==> src/rtl/alu_result_uart_tx.sv <==
`timescale 1ns/1ps
// alu_result_uart_tx
//   Return path from the ALU to the host. When the operand/opcode assembler
//   pulses i_data_ready, the ALU result and carry are captured and a 3-byte
//   frame [HEADER][RESULT][FLAGS] is sent to the UART TX, one byte per
//   start/busy handshake. FLAGS = {0..0, carry, zero}.
//
//   state     | meaning
//   ----------+-----------------------------------------------------------
//   IDLE      | waiting for i_data_ready; the only state that accepts work
//   START     | waiting for TX idle, then load byte and pulse o_tx_start
//   WAIT_ACK  | waiting for TX to raise busy; re-send the byte on timeout
//   WAIT_DONE | waiting for TX to finish; advance byte or return to IDLE
//
// Ports
//   i_clk        system clock, rising edge
//   i_reset_n    asynchronous active-low reset
//   i_data_ready 1-cycle pulse, i_result/i_carry valid
//   i_result     ALU result
//   i_carry      ALU carry/borrow out
//   i_tx_busy    UART TX shifting a byte
//   o_tx_data    byte to transmit (registered, held until the next load)
//   o_tx_start   1-cycle start pulse (registered)
//   o_busy       high whenever a frame is in progress
//   o_overrun    sticky: a request arrived while busy and was dropped
module alu_result_uart_tx #(
  parameter int                 NB_DATA     = 8,
  parameter logic [NB_DATA-1:0] HEADER      = 8'hA5,
  parameter int                 ACK_TIMEOUT = 16
) (
  input  logic               i_clk,
  input  logic               i_reset_n,
  input  logic               i_data_ready,
  input  logic [NB_DATA-1:0] i_result,
  input  logic               i_carry,
  input  logic               i_tx_busy,
  output logic [NB_DATA-1:0] o_tx_data,
  output logic               o_tx_start,
  output logic               o_busy,
  output logic               o_overrun
);

  localparam int CNT_W = $clog2(ACK_TIMEOUT) + 1;

  typedef enum logic [1:0] {
    ST_IDLE,
    ST_START,
    ST_WAIT_ACK,
    ST_WAIT_DONE
  } state_t;

  state_t               state_q, state_d;
  logic [NB_DATA-1:0]   res_q;
  logic [NB_DATA-1:0]   flags_q;
  logic [1:0]           idx_q;
  logic [CNT_W-1:0]     cnt_q;
  logic [CNT_W-1:0]     cnt_plus;
  logic [NB_DATA-1:0]   tx_data_q;
  logic                 tx_start_q;
  logic                 overrun_q;
  logic [NB_DATA-1:0]   byte_sel;

  logic capture;
  logic load_byte;
  logic cnt_inc;
  logic idx_inc;

  assign cnt_plus = cnt_q + CNT_W'(1);

  always_comb begin
    case (idx_q)
      2'd0:    byte_sel = HEADER;
      2'd1:    byte_sel = res_q;
      default: byte_sel = flags_q;
    endcase
  end

  always_comb begin
    state_d   = state_q;
    capture   = 1'b0;
    load_byte = 1'b0;
    cnt_inc   = 1'b0;
    idx_inc   = 1'b0;
    case (state_q)
      ST_IDLE: begin
        if (i_data_ready) begin
          capture = 1'b1;
          state_d = ST_START;
        end
      end
      ST_START: begin
        if (!i_tx_busy) begin
          load_byte = 1'b1;
          state_d   = ST_WAIT_ACK;
        end
      end
      ST_WAIT_ACK: begin
        if (i_tx_busy) begin
          state_d = ST_WAIT_DONE;
        end else begin
          cnt_inc = 1'b1;
          // Timeout fires the cycle the count reaches ACK_TIMEOUT-1,
          // giving a re-pulse ACK_TIMEOUT cycles after the original start.
          if (cnt_plus == CNT_W'(ACK_TIMEOUT - 1)) begin
            state_d = ST_START;
          end
        end
      end
      ST_WAIT_DONE: begin
        if (!i_tx_busy) begin
          if (idx_q == 2'd2) begin
            state_d = ST_IDLE;
          end else begin
            idx_inc = 1'b1;
            state_d = ST_START;
          end
        end
      end
      default: state_d = ST_IDLE;
    endcase
  end

  always_ff @(posedge i_clk or negedge i_reset_n) begin
    if (!i_reset_n) begin
      state_q    <= ST_IDLE;
      res_q      <= '0;
      flags_q    <= '0;
      idx_q      <= '0;
      cnt_q      <= '0;
      tx_data_q  <= '0;
      tx_start_q <= 1'b0;
      overrun_q  <= 1'b0;
    end else begin
      state_q    <= state_d;
      tx_start_q <= load_byte;
      if (capture) begin
        res_q   <= i_result;
        flags_q <= {{(NB_DATA-2){1'b0}}, i_carry, (i_result == '0)};
        idx_q   <= '0;
      end
      if (idx_inc) begin
        idx_q <= idx_q + 2'd1;
      end
      if (load_byte) begin
        tx_data_q <= byte_sel;
        cnt_q     <= '0;
      end else if (cnt_inc) begin
        cnt_q <= cnt_plus;
      end
      if (i_data_ready && (state_q != ST_IDLE)) begin
        overrun_q <= 1'b1;
      end
    end
  end

  assign o_tx_data  = tx_data_q;
  assign o_tx_start = tx_start_q;
  assign o_busy     = (state_q != ST_IDLE);
  assign o_overrun  = overrun_q;

endmodule

==> config.mk <==
export PLATFORM = sky130hd
export DESIGN_NAME = alu_result_uart_tx
export DESIGN_NICKNAME = d
export VERILOG_FILES = /design/src/rtl/alu_result_uart_tx.sv
export SDC_FILE = /design/constraint.sdc
export NUM_CORES = 1
export LEC_CHECK = 0
export ABC_CLOCK_PERIOD_IN_PS = 2640
export BUFFER_PORTS_ARGS = -buffer_cell sky130_fd_sc_hd__buf_2
export CAP_MARGIN = 5
export CORE_MARGIN = 2
export CORE_UTILIZATION = 50
export CTS_CLUSTER_DIAMETER = 80
export DETAILED_ROUTE_END_ITERATION = 8
export PLACE_DENSITY = 0.83
export SYNTH_ARGS = -nofsm -noshare
export SYNTH_HDL_FRONTEND = slang
export SYNTH_SLANG_ARGS = --single-unit
==> constraint.sdc <==
create_clock -name i_clk -period 2.64 [get_ports i_clk]
set_clock_uncertainty 0.2 [all_clocks]
set_input_delay 0 -clock i_clk [delete_from_list [all_inputs] [get_ports i_clk]]
set_output_delay 0 -clock i_clk [all_outputs]
set_load 0.05 [all_outputs]
==> run metrics, run 1 <==
status finished clean; final worst slack 0.792 ns; Final #Nets ~180; Hold Crit Class in -> async; number of global-route vias before repair between 1000 and 1500; Pwr per Cell Area between 1000 and 1500 nW/um^2; Startpoint Class flip-flop; residual DRC count 0; reg-to-reg slack, setup between 0.7 and 0.8 ns; Die W about 56 microns; via count 1040; Post-Syn Nets approximately 140; clk slew on worst S/H paths ~0.10 ns; Setup Viol. Count Final 0; Worst EP required ~2.6 ns; post-CTS setup buffers 0; Netlist cell types 34; synthesized area about 1400 sq um; Max Buffers Root-to-Sink 2; GP Congestion 0.825; Total GRT Usage 19.4%; kind of critical path reg -> reg; post-synth top area cell dfrtp_1; Initial Util between 50% and 60%; CP Capture Point idx_q[0]; FF-to-FF End idx_q[0]; arrival time of the worst setup path roughly 1.9 ns; vias per cell ~5.4; First DRT Iteration DRCs 24; Levels on crit path 5; WP buf/inv 1; CTS Buf Count 5; fraction of layout cells with a size suffix above 1 roughly 28%; CP Capture Type flip-flop; worst skew pair latency between 0.3 and 0.4 ns; post_cts resized 0; CTS tree yes; Sink Count 29; CP Launch Point idx_q[0]; Worst Tran Pin Value ~0.67 ns; num ports 24; reg2reg path depth 5; hold_ws around 0.019 ns; port bufs 23; first-pass GRT wire length ~4.6 mm; CP max stage delay 0.61 ns; register area share after synthesis between 50% and 60%; average instance area after synthesis 11.4 sq um; Die Ht ~56 microns; hpwl dp 1.83 mm; Cells after Synth ~120; area delta synth->final 24.3%; slowest cell on the critical path nor4bb_1; Fin Setup TNS 0 ns; max cap viols 0; row cnt 19; maximum clock frequency approximately 0.54 GHz; largest net degree at the start of global routing 30; Diodes inserted 0; DIE AREA roughly 3200 sq um; Tcrit/Tclk final between 60% and 70%; Reg2Reg Launch Point idx_q[0]; post-route ant nets 0; Tot Pwr 0.00198 W; H-tree depth 2; synth warn 0; cts hold-fix bufs 12; Total Wirelength around 2.8 mm; core footprint about 2700 sq um; min Tclk post-route 1.85 ns; relative slew slack a little over half; register bit total from synthesis 29; crit-path leading delay family simple AND/OR/NAND/NOR gates; 1st-pass router iterations 4; Hold Fails Final Rpt 0; Max IR drop VDD between 0.7 and 0.8 mV; WL per Instance around 15 microns; root buffer cell clkbuf_4; grt total ovfl 0; critical path peak fanout 4; unrepaired setup endpoints after global routing false; Layout Utilization 63.6%; cell breakdown of the critical path inv_1 > ha_1 > nor4bb_1 > nor3_1 > a21o_1; top cell type's share of synthesized area 52.8%; Place WS around 0.83 ns; Lkg Pwr slightly above 0.8 nW; Pins Over Slew Limit 0; top cells by area, synth dfrtp_1 (53%), mux2_2 (8.2%), ha_1 (4.6%); antenna violations before repair 0
-- placed cells by master, fill, tap and decap left out, drive strengths merged, types with 2 or more instances in the layout --
master       count
dfrtp           29
buf             24
nand2           12
dlygate4sd3     12
mux2            10
nand3            7
o21ai            7
clkbuf           7
inv              5
nor2             5
ha               5
a21oi            4
a21o             4
nor3b            3
o2bb2ai          3
or3b             2
nor4             2
nor4bb           2
xor2             2
-- area by class of cell --
type | count | area (sq um)
clock inverter | 1 | 30.0
clock buffer | 7 | 55.1
multi-input combinational | 81 | 592
sequential | 29 | 726
tap | 31 | 38.8
fill | 214 | 978
timing repair buffer | 36 | 243
inverter | 6 | 23.8
-- through the flow --
step,cell area (sq um),instances
2_1_floorplan,1370,121
3_3_place_gp,1500,171
3_5_place_dp,1500,171
4_1_cts,1710,191
5_1_grt,1710,191
6_report,1710,191
-- worst reg2reg max path, delay by kind of cell (launching register included) --
kind | cells | cell delay [ns]
AO/OA/AOI/OAI | 1 | 0.18
buffers and inverters | 1 | 0.08
flip-flops | 1 | 0.36
AND/OR/NAND/NOR | 2 | 0.70
adder cells (fa/ha/maj) | 1 | 0.22
-- layer usage --
metal / vias to the layer above / GRT usage [%] / routed length (microns)
li1: 509 / - / -
met3: 9 / 4.61 / 93
met2: 24 / 30.9 / 1410
met5: - / 0 / 0
met4: 0 / 11.6 / 80
met1: 498 / 24.0 / 1190
-- how the worst min path moves through the flow --
stage / startpoint / endpoint / slack (ns) / cells past startpoint
finish: i_reset_n / o_tx_data[1] / 0.02 / 2
global route: i_reset_n / cnt_q[3] / 0.1 / 2
CTS: i_reset_n / o_tx_data[1] / 0.04 / 2
detailed placement: i_reset_n / o_tx_data[6] / -0.14 / 1
global placement: i_reset_n / o_tx_data[5] / -0.15 / 1
floorplan: i_reset_n / cnt_q[0] / -0.50 / 0
-- cells in the mapped netlist --
cell type  count
clkinv_2       1
a311oi_1       1
a31oi_1        1
inv_1          5
mux2i_1        1
or2_2          1
nand3b_1       1
nor4_1         2
xor2_1         2
nor2_1         5
a21boi_0       1
dfrtp_1       29
nand2_1       12
o2bb2ai_1      3
o21ai_0        7
nor3b_1        3
clkbuf_1       1
buf_4          1
or3b_1         2
nor4bb_1       2
a221oi_1       1
nor3_1         1
a2111oi_4      1
a21oi_1        4
mux2_2        10
and3b_1        1
a21o_1         4
buf_2          2
ha_1           5
nor2b_1        1
o31ai_1        1
nand3_1        7
buf_6          1
and2_1         1
-- where the power goes --
group,internal (W),switching [W]
sequential,0.000627,0.000139
clock,0.000226,0.000151
combinational,0.000291,0.000544
total,0.00114,0.000834
-- logic make-up after synthesis --
family,share of synthesized area (%)
xor gates and xnor gates,1.28
AOI/OAI and AO/OA,12.9
muxes,8.93
buffers and inverters,4.10
and+or+nand+nor,15.4
adders and majority gates,4.55
DFF,52.8
-- sequential cells by signal (all words and copies together), names as in the netlist --
signal	count
cnt_q	5
o_tx_start	1
o_overrun	1
flags_q	2
o_tx_data	8
state_q	2
res_q	8
idx_q	2
Note: power is estimated with default switching activity, not from simulation.
==> run 2: changes to the inputs <==
Settings changed: ABC_AREA from default to 1, ABC_CLOCK_PERIOD_IN_PS 2640 to 1600, CORE_UTILIZATION 50 to 49, PLACE_DENSITY 0.83 to 0.85.
Clock period 2.64 ns to 1.6 ns, I/O delays scaled along.
==> run 2 against run 1 <==
Net effect:
- critical path depth rose by 1
- highest routed layer unchanged
- non-clock buffer count rose by 5
- utilization rose by 2.7 points
- sequential power rose by 59%
==> run metrics, run 2 <==
Final #Nets ~220; CTS Buf Count 5; register bit total from synthesis 29; most frequent cells in the layout nand2_1 (34), dfrtp_1 (29), buf_2 (23), inv_1 (18), o21ai_0 (13); Pwr per Cell Area about 1900 nW/um^2; grt total ovfl 0; reg-to-reg slack, setup just under 0.09 ns; row cnt 19; worst skew pair latency roughly 0.34 ns; DIE AREA ~3300 sq um; kind of critical path reg -> reg; Synth async-reset ratio 100%; CP max stage delay 0.44 ns; H-tree depth 2; port bufs 23; Max Buffers Root-to-Sink 2; top cell type's share of synthesized area between 50% and 60%; Place WS around 0.067 ns; Post-synth EDFFs 0; arrival time of the worst setup path 1.54 ns; Die W approximately 57 microns; most common cell after layout, fill and taps aside nand2_1; first-pass GRT wire length about 5 mm; Hold Crit Class in -> async; root buffer cell clkbuf_4; Finished Layout Cells between 200 and 250; hpwl dp around 2 mm; count leader, synth nand2_1; residual DRC count 0; Cells after Synth 153; Startpoint Class flip-flop; Lkg Pwr 0.894 nW; First DRT Iteration DRCs 27; GR Layer Usage met2 a little over a third; Worst Tran Pin Value approximately 0.64 ns; most frequent cells after synthesis nand2_1 (35), dfrtp_1 (29), inv_1 (18); area delta synth->final 29.5%; Initial Util around half; FF-to-FF End cnt_q[0]; synthesized area about 1400 sq um; Sink Count 29; Hold Fails Final Rpt 0; 1st-pass router iterations 4; register area share after synthesis between 50% and 60%; crit-path leading delay family flip-flops; status finished clean; critical path peak fanout 19; WL per Instance about 13 microns; largest net degree at the start of global routing 30; antenna violations before repair 0; via count roughly 1200; synth warn 0; Reg2Reg Launch Point state_q[0]; post-synth top area cell dfrtp_1; placed cells between 200 and 250; core footprint ~2700 sq um; Netlist cell types 24; Diodes inserted 0; vias per cell between 5 and 6; relative slew slack 57.6%; final worst slack 0.0865 ns; met3 GRT Util under 10%; top cells by area, synth dfrtp_1 (52%), nand2_1 (9.5%), inv_1 (4.9%); Max IR drop VDD 1.45 mV; met1 usage 23.4%; GRT Max-Usage Layer met2; Setup Viol. Count Final 0; fraction of layout cells with a size suffix above 1 between 20% and 30%; cell breakdown of the critical path inv_2 > buf_12 > nor2_4 > nand2_4 > nand2_1 > o21ai_0; Total Wirelength a little over 3 mm; Tcrit/Tclk final between 90% and 100%; slowest cell on the critical path dfrtp_1; Worst EP required 1.63 ns; Synth Flop Type dfrtp_1; Pins Over Slew Limit 0; number of global-route vias before repair ~1200; average instance area after synthesis roughly 9.1 sq um; maximum clock frequency roughly 0.66 GHz; CP Capture Type flip-flop; GP Congestion between 0.7 and 0.8; min Tclk post-route approximately 1.5 ns; Total GRT Usage approximately 20%; max cap viols 0; post-route ant nets 0; reg2reg path depth 6; WP buf/inv 2; Post-Syn Nets 171; clk slew on worst S/H paths 0.10 ns; CTS tree yes; num ports 24; Die Ht ~57 microns
==> run 2: cell count changes after synthesis, sizes merged, moves of 3 or more <==
cell	change
mux2	-7
nand3	+4
a21o	-3
o21ai	+16
nand4	+3
o2bb2ai	-3
nand2	+28
nor3b	-3
inv	+15
==> run 2: metrics by stage <==
| stage | hold slack, ns | util [%] | TNS, ns | area (sq um) | total power [W] |
|---|---|---|---|---|---|
| after CTS | 0.0353 | 63.9 | 0 | 1730 | 0.00333 |
| final | 0.00926 | 66.3 | 0 | 1800 | 0.00347 |
| after global routing | 0.0709 | 66.3 | -0.0292 | 1800 | 0.00370 |
| after global placement | -0.155 | 56.4 | 0 | 1530 | 0.00259 |
| after floorplan | -0.496 | - | 0 | 1390 | 0.00232 |
| after detailed placement | -0.142 | 56.4 | 0 | 1530 | 0.00268 |
==> run 2: worst max path at each step <==
stage               startpoint          to  slack (ns)  cells after the start
floorplan             cnt_q[0]  state_q[1]        0.19                      9
global placement      cnt_q[1]  state_q[1]        0.16                      9
detailed placement    cnt_q[1]  state_q[1]        0.07                      9
CTS                   cnt_q[0]  state_q[1]        0.06                      9
global route        state_q[0]  state_q[0]       -0.02                      8
finish              state_q[0]    cnt_q[0]        0.09                      6
==> run 2: cells by family (layout without fill, tap and decap cells) <==
family | count (synthesis) | in the layout | synth area share (%)
and+or+nand+nor | 61 | 61 | 20.9
adders and majority gates | 5 | 5 | 4.51
DFF | 29 | 29 | 52.3
AOI/OAI and AO/OA | 32 | 32 | 12.4
muxes | 3 | 3 | 2.44
buffers and inverters | 23 | 69 | 7.40
==> run 2: cell type report <==
class / instances / area, sq um
Fill cell: 211 / 915
Sequential cell: 29 / 726
Multi-Input combinational cell: 101 / 578
Timing Repair Buffer: 41 / 293
Inverter: 20 / 75.1
Clock buffer: 7 / 55.1
Tap cell: 31 / 38.8
Clock inverter: 1 / 30.0
==> run 2: power by group <==
part           leakage, nW  switching (W)  total [W]  internal, W
clock network       0.0455       0.000265   0.000638     0.000373
registers            0.368       0.000202    0.00122      0.00102
logic                0.481        0.00108    0.00161     0.000540
total                0.894        0.00154    0.00347      0.00193
==> run 2: repair_timing <==
item                       in CTS  in global routing
hold buffers                   12                  0
buffers inserted                0                  4
gates resized for setup         0                  5
setup endpoints to repair       0                  3
hold endpoints to repair       56                  0
==> run 2: layer usage <==
metal,wire [microns],up-vias
met3,147,9
met2,1530,41
met5,0,-
met4,67,0
li1,-,586
met1,1270,574
